### src/rtl/demux_1_to_2.sv
// demux_1_to_2: buffered 1-to-2 stream demultiplexer with a 2-entry FIFO per output channel.
//   Parameter N  : data width (default 32).
//   clk, rstb    : rising-edge clock, asynchronous active-low reset.
//   in_*         : input stream (valid/ready/sel/data); in_sel picks channel 0 or 1.
//   out0_*/out1_*: output streams (valid/ready/data), head word of each channel FIFO.
//   count0/1     : words accepted per channel when DEMUX_1_TO_2_COUNT_EN is defined, else 0.
module demux_1_to_2 #(
   parameter int N = 32
) (
   input  logic         clk,
   input  logic         rstb,
   input  logic         in_valid,
   output logic         in_ready,
   input  logic         in_sel,
   input  logic [N-1:0] in_data,
   output logic         out0_valid,
   input  logic         out0_ready,
   output logic [N-1:0] out0_data,
   output logic         out1_valid,
   input  logic         out1_ready,
   output logic [N-1:0] out1_data,
   output logic [15:0]  count0,
   output logic [15:0]  count1
);
   logic [N-1:0] mem [2][2];
   logic [1:0]   cnt [2];
   logic [1:0]   wr, rd, push, pop, valid, ready;
   // in_ready looks only at the selected FIFO's occupancy, never at the consumers' ready
   assign in_ready   = rstb & (cnt[in_sel] != 2'd2);
   assign push       = {in_valid & in_ready & in_sel, in_valid & in_ready & ~in_sel};
   assign valid      = {cnt[1] != 2'd0, cnt[0] != 2'd0};
   assign ready      = {out1_ready, out0_ready};
   assign pop        = valid & ready;
   assign out0_valid = valid[0];
   assign out1_valid = valid[1];
   assign out0_data  = mem[0][rd[0]];
   assign out1_data  = mem[1][rd[1]];
   always_ff @(posedge clk or negedge rstb) begin
      if (!rstb) begin
         for (int k = 0; k < 2; k++) begin
            mem[k][0] <= '0;
            mem[k][1] <= '0;
            cnt[k]    <= '0;
         end
         wr <= '0;
         rd <= '0;
      end else begin
         for (int k = 0; k < 2; k++) begin
            if (push[k]) begin
               mem[k][wr[k]] <= in_data;
               wr[k]         <= ~wr[k];
            end
            if (pop[k]) rd[k] <= ~rd[k];
            cnt[k] <= cnt[k] + 2'(push[k]) - 2'(pop[k]);
         end
      end
   end
`ifdef DEMUX_1_TO_2_COUNT_EN
   always_ff @(posedge clk or negedge rstb) begin
      if (!rstb) begin
         count0 <= '0;
         count1 <= '0;
      end else begin
         count0 <= count0 + 16'(push[0]);
         count1 <= count1 + 16'(push[1]);
      end
   end
`else
   assign count0 = '0;
   assign count1 = '0;
`endif
endmodule

### config.mk
export PLATFORM = sky130hd
export DESIGN_NAME = demux_1_to_2
export DESIGN_NICKNAME = d
export VERILOG_FILES = /design/src/rtl/demux_1_to_2.sv
export SDC_FILE = /design/constraint.sdc
export NUM_CORES = 1
export LEC_CHECK = 0
export CORE_MARGIN = 1
export CORE_UTILIZATION = 31
export DETAILED_ROUTE_END_ITERATION = 6
export PLACE_DENSITY_LB_ADDON = 0.12
export SLEW_MARGIN = 30
export SYNTH_ARGS = -nofsm -noshare
export SYNTH_HDL_FRONTEND = slang
export SYNTH_SLANG_ARGS = --single-unit
### constraint.sdc
create_clock -name clk -period 4.4 [get_ports clk]
set_input_delay 1.32 -clock clk [delete_from_list [all_inputs] [get_ports clk]]
set_output_delay 1.32 -clock clk [all_outputs]
set_load 0.01 [all_outputs]
==> out/summary.txt <==
clk buf depth: 2
H-tree lvl count: 4
die area: 21010 µm²
worst stage delay on the critical path: 0.53 ns
Post-Route WL: 13.42 mm
Clock transition at path regs: 0.06 ns
clock latency at the later pin of the worst-skew pair: 0.42 ns
Die Ht: 145.0 µm
cts bufs inserted: 17
IO Pins: 137
Wirelength per Cell: 16.73 µm
Fin Setup TNS: 0 ns
#FFs+latches synth: 136
post-route ant nets: 0
syn avg cell area: 15.38 µm²
# setup viols final: 0
routed vias/inst: 4.372
Hold Worst Slack: 0.4840 ns
vias: 3506
Die W: 145.0 µm
async set or reset register ratio after synthesis: 1.000
status: finished clean
Worst Setup EP: in_ready
core area: 19720 µm²
R2R cell count: 4
Area Growth Syn to Fin: 28.91%
Synth Flop Type: dfrtp_1
Finished Cell Area: 8168 µm²
Critical Path AT: 2.66 ns
max-cap viol count: 0
YS warnings: 0
antenna violations before repair: 0
commonest non-fill, non-tap cell in the layout: mux2_2
CP max FO: 2
leak pwr: 3.551 nW
CP Cell Sequence: clkdlybuf4s50_1, mux2i_1, and2_1, clkdlybuf4s50_1
startpoint class of the critical path: input pin
WS Path Type: input pin to primary output
DRT iter0 DRCs: 86
Hold Crit Class: flip-flop to flip-flop
Crit. End Element: primary output
cell mode on critical path: clkdlybuf4s50_1
commonest non-fill, non-tap cells in the layout: mux2_2, dfrtp_1, clkdlybuf4s50_1
Post-Syn Area: 6336 µm²
Critical R2R Capture: mem[50]$_DFFE_PN0P_
GRT overflow: 0
# rows: 51
post-cts sizing count: 0
Final GP Congestion: 0.6649
DRC: 0
DP HPWL: 8.556 mm
root buffer cell: clkbuf_16
Total GRT Usage: 0.1353
RSZ-0062 raised after global routing: false
Post-synth EDFFs: 0
vias in the first global route: 3873
pin count of the biggest net entering global routing: 74
Final Max Slew Viols: 0
Reg2Reg Launch Point: cnt[1]$_DFF_PN0_
register area share after synthesis: 0.5371
Final Skew: 0.009858 ns
global-route wire length before repair: 21.69 mm
Hold Buf Count CTS: 0
CP max-delay cell: clkdlybuf4s50_1
ant diodes: 0
final net count: 566
CP Data Required Time: 3.08 ns
CTS Sinks: 136
peak supply drop: 0.0003159 V
min Tclk post-route: 3.985 ns
drt pass-1 iters: 3
layout cell share with drive strength beyond 1: 0.4544
FMAX: 0.2510 GHz
fin crit share: 0.9056
Setup crit start: in_sel
Cells after Synth: 412
Hold Fails Final Rpt: 0
Cell Area, Placed: 7565 µm²
postcts setup bufs: 0
Initial Util: 0.3213
r2r setup slk: 2.33 ns
Slew @ Worst Pin: 0.8369 ns
CTS tree: done
IO Port Bufs: 104
Slew HR: 0.4420
Yosys cell types: 27
PD cells: 791.0 nW/µm²
==> cells by family after synthesis <==
kind of cell               synth area share
and+or+nand+nor                     0.02054
buffers and inverters               0.06220
DFF                                  0.5371
muxes                                0.3606
xor gates and xnor gates            0.01106
adders and majority gates          0.007899
other                             0.0005918
==> where the power goes <==
part           internal (W)  switching (W)  total [W]  leakage [nW]
Clock              0.000869       0.000551    0.00142         0.283
Sequential          0.00188       0.000370    0.00225          1.64
Combinational       0.00183       0.000965    0.00279          1.63
Total               0.00457        0.00189    0.00646          3.55
==> Yosys cell counts, types with 2 or more instances <==
cell	count	share of area
mux2_2	160	0.28
mux2_4	30	0.071
and2_1	3	0.0030
xnor2_1	6	0.0083
dfrtp_1	136	0.54
buf_4	32	0.038
clkbuf_1	8	0.0047
mux2_1	2	0.0036
or2_2	2	0.0020
ha_1	4	0.0079
xor2_1	2	0.0028
inv_1	2	0.0012
buf_12	3	0.0095
buf_2	9	0.0071
==> registers in the layout, indices dropped and copies added, names as in the netlist <==
register,cells
wr,2
rd,2
cnt,4
mem,128
==> how the worst min path moves through the flow <==
| stage | start | endpoint | cells past startpoint |
|---|---|---|---|
| final | mem[26]$_DFFE_PN0P_ | mem[26]$_DFFE_PN0P_ | 1 |
| after global placement | mem[26]$_DFFE_PN0P_ | mem[26]$_DFFE_PN0P_ | 1 |
| after detailed placement | mem[26]$_DFFE_PN0P_ | mem[26]$_DFFE_PN0P_ | 1 |
| after floorplan | cnt[1]$_DFF_PN0_ | cnt[1]$_DFF_PN0_ | 1 |
| after CTS | mem[26]$_DFFE_PN0P_ | mem[26]$_DFFE_PN0P_ | 1 |
| after global routing | mem[26]$_DFFE_PN0P_ | mem[26]$_DFFE_PN0P_ | 1 |
==> metal layers <==
layer	global-route usage	part of all wire	wire length (µm)	vias up
li1	-	-	-	1609
met1	0.1668	0.43	5830	1796
met2	0.2248	0.50	6743	88
met3	0.04465	0.054	730	13
met4	0.03830	0.0086	116	0
met5	0	0	0	-
==> cell type report <==
class | instances | area (µm²)
clock buffer | 19 | 452.9
clock inverter | 13 | 146.4
fill | 1821 | 11550
inverter | 2 | 7.507
multi-input combinational | 252 | 2670
sequential | 136 | 3406
tap | 265 | 331.6
timing repair buffer | 115 | 1154
==> per-stage QoR <==
step                      setup slack (ns)  std cells    util  total power [W]
after CTS                           0.4168        802  0.4140         0.006573
after detailed placement            0.4168        770  0.3837         0.005106
after floorplan                      1.450        443       -         0.003806
final                               0.4153        802  0.4142         0.006461
after global placement              0.4262        770  0.3837         0.005042
after global routing                0.3419        802  0.4142         0.006842
==> worst max-delay path, delay by kind of cell <==
kind | cells | cell delay (ns)
buf+inv | 2 | 1.03
mux | 1 | 0.18
simple gates | 1 | 0.14
Power figures use the tool's default switching activity.
